## config.mk

```make
export PLATFORM = sky130hd
export DESIGN_NAME = cpu_step_ctrl
export DESIGN_NICKNAME = d
export VERILOG_FILES = /design/src/rtl/cpu_step_ctrl.sv
export SDC_FILE = /design/constraint.sdc
export NUM_CORES = 1
export LEC_CHECK = 0
export CAP_MARGIN = 5
export CORE_MARGIN = 2
export CORE_UTILIZATION = 54
export DETAILED_ROUTE_END_ITERATION = 16
export PLACE_DENSITY_LB_ADDON = 0.2
export SLEW_MARGIN = 20
export SYNTH_ARGS = -nofsm -noshare
export SYNTH_HDL_FRONTEND = slang
export SYNTH_SLANG_ARGS = --single-unit
```

## constraint.sdc

```tcl
create_clock -name CLK -period 3.79 [get_ports CLK]
set_clock_uncertainty 0.1 [all_clocks]
set_input_delay 0.5685 -clock CLK [delete_from_list [all_inputs] [get_ports CLK]]
set_output_delay 0.5685 -clock CLK [all_outputs]
set_load 0.02 [all_outputs]
```

## src/rtl/cpu_step_ctrl.sv

```systemverilog
// CPU clock-enable sequencer: debounced single-step or divided free-run with
// optional break on the ALU zero flag; reports pulse count and state.
module cpu_step_ctrl #(
   parameter int unsigned DEBOUNCE_CYCLES = 500000,
   parameter int unsigned RUN_DIV         = 50000000
) (
   input  logic        CLK,
   input  logic        RST,
   input  logic        BTN_STEP,
   input  logic        SW_RUN,
   input  logic        SW_BRK,
   input  logic        BRK_IN,
   output logic        CPU_CE,
   output logic [15:0] STEP_CNT,
   output logic [1:0]  STATE
);

   localparam int unsigned DbW  = $clog2(DEBOUNCE_CYCLES + 1);
   localparam int unsigned DivW = $clog2(RUN_DIV);
   localparam logic [DbW-1:0]  DbMax  = DbW'(DEBOUNCE_CYCLES);
   localparam logic [DivW-1:0] DivMax = DivW'(RUN_DIV - 1);

   typedef enum logic [1:0] {
      StIdle = 2'd0,
      StStep = 2'd1,
      StRun  = 2'd2,
      StHalt = 2'd3
   } state_e;

   // Bit 0 = step button, bit 1 = run switch, bit 2 = break switch.
   logic [2:0]     raw;
   logic [2:0]     sync1_q, sync2_q, db_q;
   logic [DbW-1:0] db_cnt_q [3];
   logic           btn_prev_q;
   logic           step_req, run_db, brk_db;

   state_e          state_q, state_d;
   logic [DivW-1:0] div_q, div_d;
   logic            cpu_ce_q, ce_d;
   logic            ce_prev_q;
   logic [15:0]     step_cnt_q;

   assign raw = {SW_BRK, SW_RUN, BTN_STEP};

   // Level is accepted on the cycle after DEBOUNCE_CYCLES consecutive mismatches.
   always_ff @(posedge CLK or posedge RST) begin
      if (RST) begin
         sync1_q    <= '0;
         sync2_q    <= '0;
         db_q       <= '0;
         btn_prev_q <= 1'b0;
         for (int i = 0; i < 3; i++) db_cnt_q[i] <= '0;
      end else begin
         sync1_q    <= raw;
         sync2_q    <= sync1_q;
         btn_prev_q <= db_q[0];
         for (int i = 0; i < 3; i++) begin
            if (sync2_q[i] == db_q[i]) begin
               db_cnt_q[i] <= '0;
            end else if (db_cnt_q[i] == DbMax) begin
               db_q[i]     <= sync2_q[i];
               db_cnt_q[i] <= '0;
            end else begin
               db_cnt_q[i] <= db_cnt_q[i] + DbW'(1);
            end
         end
      end
   end

   assign step_req = db_q[0] & ~btn_prev_q;
   assign run_db   = db_q[1];
   assign brk_db   = db_q[2];

   always_ff @(posedge CLK or posedge RST) begin
      if (RST) begin
         state_q    <= StIdle;
         div_q      <= '0;
         cpu_ce_q   <= 1'b0;
         ce_prev_q  <= 1'b0;
         step_cnt_q <= '0;
      end else begin
         state_q    <= state_d;
         div_q      <= div_d;
         cpu_ce_q   <= ce_d;
         ce_prev_q  <= cpu_ce_q;
         step_cnt_q <= step_cnt_q + {15'd0, cpu_ce_q};
      end
   end

   always_comb begin
      state_d = state_q;
      unique case (state_q)
         StIdle: begin
            if (run_db)        state_d = StRun;
            else if (step_req) state_d = StStep;
         end
         StStep: state_d = StIdle;
         StRun: begin
            if (!run_db)                            state_d = StIdle;
            else if (ce_prev_q && brk_db && BRK_IN) state_d = StHalt;
         end
         StHalt: begin
            if (!run_db) state_d = StIdle;
         end
         default: state_d = StIdle;
      endcase
   end

   // Outputs are computed from the next state so they register alongside it.
   always_comb begin
      ce_d  = 1'b0;
      div_d = '0;
      if (state_d == StStep) begin
         ce_d = 1'b1;
      end else if (state_q == StRun && state_d == StRun) begin
         ce_d  = (div_q == DivMax);
         div_d = (div_q == DivMax) ? '0 : div_q + DivW'(1);
      end
   end

   assign CPU_CE   = cpu_ce_q;
   assign STEP_CNT = step_cnt_q;
   assign STATE    = state_q;

endmodule

```

==> results of run 1 <==
==> logic make-up after synthesis <==
group	count (synthesis)	share of synthesized area
and+or+nand+nor	257	0.254
DFF	113	0.519
xor gates and xnor gates	70	0.112
AOI/OAI and AO/OA	51	0.0611
buffers and inverters	35	0.0266
adders and majority gates	9	0.0207
muxes	3	0.00620
==> power breakdown <==
group / switching, W / total [W] / leakage [nW] / internal (W)
Combinational: 0.0000442 / 0.0000642 / 0.724 / 0.0000200
Clock: 0.000500 / 0.00143 / 0.272 / 0.000927
Sequential: 0.0000133 / 0.00123 / 1.55 / 0.00122
Total: 0.000557 / 0.00272 / 2.55 / 0.00217
==> layout make-up <==
class,instances,area [µm²],area share
tap,133,166,0.0261
clock inverter,6,55.1,0.00863
clock buffer,25,484,0.0759
sequential,113,2830,0.443
timing repair buffer,27,275,0.0432
multi-input combinational,390,2480,0.388
inverter,24,92.6,0.0145
==> stage by stage <==
step                power, W  worst slack (ns)
global placement     0.00132              1.55
detailed placement   0.00132              1.43
global route         0.00284              1.37
floorplan            0.00130             0.134
CTS                  0.00276              1.46
finish               0.00272              1.48
==> critical path, delay by kind of cell, from the launching register on <==
family	cells	cell delay, ns
flip-flops	1	0.44
AND/OR/NAND/NOR	2	0.69
AO/OA/AOI/OAI	1	0.92
==> registers in the layout (all words and copies together) (netlist names) <==
| name | count |
|---|---|
| db_cnt_q | 57 |
| div_q | 26 |
| STEP_CNT | 16 |
| db_q | 3 |
| sync1_q | 3 |
| sync2_q | 3 |
| STATE | 2 |
| CPU_CE | 1 |
| btn_prev_q | 1 |
| ce_prev_q | 1 |
==> placed cells by master, fill, tap and decap left out, types with 22 or more instances in the layout <==
cell type and n:
xnor2_1 48, nand4_1 23, dfrtp_1 113, nand3_1 39
nand2_1 32, inv_1 23, nor2_1 73, a21oi_1 22
xor2_1 22, clkdlybuf4s50_1 24
==> path summary, 6_finish.rpt <==
path	to	cells after the start	start
max	db_cnt_q[50]	3	db_cnt_q[41]
min	sync2_q[1]	0	sync1_q[1]
max reg2reg	db_cnt_q[50]	3	db_cnt_q[41]
min reg2reg	sync2_q[1]	0	sync1_q[1]
max in group asynchronous	div_q[1]	3	RST
min in group asynchronous	db_cnt_q[38]	2	RST
==> layer usage <==
metal	GRT usage	vias to the layer above	part of all wire
met5	0	-	0
met4	0.0753	0	0.015
met3	0.0670	17	0.037
met2	0.338	53	0.49
met1	0.278	2032	0.46
li1	-	1988	-
==> run_results.csv, run 1 <==
group,metric,value,unit
route,viasPerCell,5.70,
clock_network,ctsResizeCount,0,
floorplanning,die_x,104,µm
final_layout,drive_gt1_frac,0.0769,
worst_setup_path,path_cells,"or4b_4 > o41ai_4 > nor2_1",
clock_network,clk_latency,0.52,ns
floorplanning,core_area,9770,µm²
clock_network,clkTransAtPathRegs,0.05,ns
worst_setup_path,cp.required,4.04,ns
sta,tns,0,ns
final_layout,final_area,6380,µm²
sta,finalCriticalPeriod,2.31,ns
clock_network,hold_buffers,0,
route,drt_drc_violations_left,0,
floorplanning,row_count,36,
place,placedInstanceArea,5840,µm²
power,p_leak,2.55,nW
synth,yosys.area.top_type,"dfrtp_1",
final_layout,nets,588,
worst_setup_path,r2r_slack,1.48,ns
synth,synthFlopType,"dfrtp_1",
sta,worstMarginPinSlew,0.989,ns
job,cap_violations,0,
clock_network,cts_made_buffers,17,
synth,synth_edf_count,0,
final_layout,antenna_cells,0,
power,power_density,427,nW/µm²
clock_network,cts.htree.levels,4,
route,vias,4090,
synth,yosysTopAreaCellShare,0.519,
route,drtAntennaViolNets,0,
final_layout,area_delta_synth_final,17.0,%
grt,antenna_found_initial,0,
clock_network,cts_setup_buffers,0,
worst_setup_path,arrival,2.56,ns
synth,synth_cell_type_count,44,
min_path,hp-class,"register to register",
synth,async_flop_share,1.00,
final_layout,fill_cells,801,
grt,grt.total_usage,0.213,
route,wire_per_inst,15.0,µm
floorplanning,initial_core_util,0.558,
synth,synth_most_common_cell,"dfrtp_1",
place,portBuffers,24,
synth,synth_area_leaders,"dfrtp_1 52%, xnor2_1 7.7%, nor2_1 5.0%, nand3_1 3.6%, xor2_1 3.5%",
floorplanning,ios,25,
sta,relSlewSlack,0.338,
worst_setup_path,cp-start-kind,"register",
synth,synth_fp_nets,553,
grt,grt_max_degree,59,
place,gp_congestion,0.841,
floorplanning,fp.dieH,104,µm
synth,syn_avg_cell_area,10.1,µm²
worst_setup_path,crit_path_end_kind,"register",
worst_setup_path,cp_slowest_cell,"o41ai_4",
final_layout,final_core_util,0.653,
clock_network,cts_sinks,113,
sta,hold_viol,0,
sta,rsz0062_at_grt,"false",
sta,fmax,433,MHz
grt,grt-ovfl-total,0,
sta,min_period_over_period,0.609,
synth,ys_seq_area_frac,0.519,
synth,syn-cell-area,5450,µm²
sta,worst_hold_slack,0.249,ns
route,wl,10800,µm
final_layout,stdcell_count,718,
status,status,"complete, no violations",
sta,drv_slew,0,
grt,grt_pass1_vias,3955,
sta,setup_violations,0,
synth,synth_commonest_cells,"113 x dfrtp_1, 73 x nor2_1, 48 x xnor2_1",
synth,synthCells,538,
floorplanning,dieArea,10900,µm²
place,dp.final_hpwl,6960,µm
worst_setup_path,crit_path_max_fanout,19,
clock_network,clk_path_buf_depth,2,
route,drt_pass1_iterations,4,
power,irDropWorstVdd,427,µV
clock_network,cts_tree,"done",
synth,ys_warn_count,0,
clock_network,clock-root-buffer,"clkbuf_8",
grt,grt_pass1_wl,18700,µm
synth,synth_seq_cells,113,
worst_setup_path,slowest_delay,0.92,ns
route,drt_iter0_drc,181,
place,dp.cells,687,
worst_setup_path,criticalPathCategory,"register to register",
(Power assumes the default switching activity.)
==> run 2: changes to the inputs <==
- clock period: 3.79 -> 2.02 ns (I/O delays scaled with it)
==> run 2 against run 1 <==
Final area increased by 4.7%. Cell count increased by 3.2%. First-iteration DRC count increased by 9.9%. Largest power group unchanged. Critical path type is now register to output port. Largest cell class unchanged.
==> run_results.csv, run 2 (synthesis results as in run 1) <==
group,metric,value,unit
power,irDropWorstVdd,840,µV
floorplanning,die_x,104,µm
clock_network,clkTransAtPathRegs,0.06,ns
floorplanning,ios,25,
grt,antenna_found_initial,0,
grt,grt_max_degree,57,
grt,grt.total_usage,0.222,
clock_network,clock-root-buffer,"clkbuf_8",
place,gp_congestion,0.811,
worst_setup_path,r2r_cells,4,
floorplanning,fp.dieH,104,µm
sta,fmax,517,MHz
status,status,"complete, no violations",
floorplanning,initial_core_util,0.558,
final_layout,largest_reg_flops,57,
final_layout,final_cell_mix,"113 x dfrtp_1, 73 x nor2_1, 48 x xnor2_1",
route,drt_drc_violations_left,0,
worst_setup_path,cp_slowest_cell,"clkdlybuf4s50_1",
place,dp_slack,0.127,ns
grt,grt_pass1_vias,4022,
min_path,hp-class,"input pin to register",
place,placedInstanceArea,6020,µm²
floorplanning,dieArea,10900,µm²
final_layout,final_area,6680,µm²
grt,grt_pass1_wl,19300,µm
route,wl,11100,µm
sta,drv_slew,0,
worst_setup_path,crit_path_end_kind,"output port",
worst_setup_path,arrival,1.53,ns
worst_setup_path,r2r_slack,0.13,ns
clock_network,cts_tree,"done",
grt,grt-ovfl-total,0,
sta,worstMarginPinSlew,0.457,ns
clock_network,cts.htree.levels,4,
clock_network,clk_path_buf_depth,2,
worst_setup_path,slowest_delay,0.62,ns
final_layout,largest-register,"db_cnt_q",
worst_setup_path,critPathBufInv,1,
clock_network,cts_setup_buffers,0,
route,viasPerCell,5.60,
sta,min_period_over_period,0.958,
sta,setup_ws,0.0848,ns
sta,tns,0,ns
worst_setup_path,worstSetupPathDepth,1,
clock_network,cts_made_buffers,17,
worst_setup_path,critPathLaunch,"STEP_CNT[13]",
floorplanning,core_area,9770,µm²
worst_setup_path,cp_top_family,"buffers and inverters",
place,dp.final_hpwl,7280,µm
route,drt_iter0_drc,199,
worst_setup_path,cp-start-kind,"register",
place,portBuffers,24,
floorplanning,row_count,36,
final_layout,area_delta_synth_final,22.5,%
worst_setup_path,crit_path_max_fanout,3,
sta,finalCriticalPeriod,1.94,ns
worst_setup_path,criticalPathCategory,"register to output port",
final_layout,layout_commonest_cell,"dfrtp_1",
worst_setup_path,endpoint,"STEP_CNT[13]",
worst_setup_path,path_cells,"clkdlybuf4s50_1",
route,vias,4150,
power,power_density,823,nW/µm²
final_layout,antenna_cells,0,
sta,rsz0062_at_grt,"false",
clock_network,cts_sinks,113,
worst_setup_path,cp.required,1.62,ns
final_layout,nets,610,
sta,setup_violations,0,
power,p_leak,2.89,nW
worst_setup_path,timing.rr.start,"div_q[2]",
final_layout,drive_gt1_frac,0.120,
route,drt_pass1_iterations,4,
sta,hold_viol,0,
power,power,0.00550,W
route,wire_per_inst,15.0,µm
clock_network,clk_latency,0.53,ns
final_layout,final_core_util,0.683,
job,cap_violations,0,
sta,relSlewSlack,0.693,
worst_setup_path,r2r-end,"div_q[15]",
route,drtAntennaViolNets,0,
## run 2: cell types whose count changed in the layout (fill, tap and decap cells not counted), sizes merged, moves of 3 or more
cell,delta
buf,+21
clkdlybuf4s50,-12
dlymetal6s2s,+11
clkbuf,-7
clkinvlp,+3
## run 2: where the power goes
group | internal (W) | switching [W]
registers | 0.00229 | 0.0000256
logic | 0.0000476 | 0.0000857
clock network | 0.00193 | 0.00112
total | 0.00426 | 0.00123
## run 2: final cells by class
cell class                      count  area (µm²)
Clock buffer                       18         428
Clock inverter                     14         180
Fill cell                         772        3100
Inverter                           24        93.8
Multi-Input combinational cell    390        2490
Sequential cell                   113        2830
Tap cell                          133         166
Timing Repair Buffer               49         494
## run 2: worst register-to-register path, cell delays in order (launching register included)
cell	delay, ns
dfrtp_1	0.45
nand3_1	0.17
or4_1	0.58
or3_1	0.36
a21oi_1	0.16
## run 2: worst min path at each step
stage | from | endpoint | slack [ns] | cells after the start
after floorplan | sync1_q[0] | sync2_q[0] | 0.23 | 0
after global placement | sync1_q[2] | sync2_q[2] | 0.24 | 0
final | SW_RUN | sync1_q[1] | 0.12 | 1
after detailed placement | sync1_q[2] | sync2_q[2] | 0.23 | 0
after CTS | SW_RUN | sync1_q[1] | 0.11 | 1
after global routing | BTN_STEP | sync1_q[0] | 0.12 | 1
## run 2: metrics by stage
stage          hold WS, ns  instances
3_5_place_dp         0.235        708
2_1_floorplan        0.231        538
4_1_cts              0.110        741
5_1_grt              0.116        741
3_3_place_gp         0.235        708
6_report             0.125        741
## run 2: repair_timing
item | 4_1_cts | 5_1_grt
endpoints found under the hold margin | 10 | 0
setup endpoints to repair | 1 | 13
hold buffers | 1 | 0
gates resized for setup | 1 | 13
## run 2: per-layer routing
metal,part of all wire,track usage,vias up
met3,0.043,0.0708,17
met2,0.49,0.338,80
met5,0,0,-
met1,0.45,0.302,2035
met4,0.012,0.0753,0
li1,-,-,2018
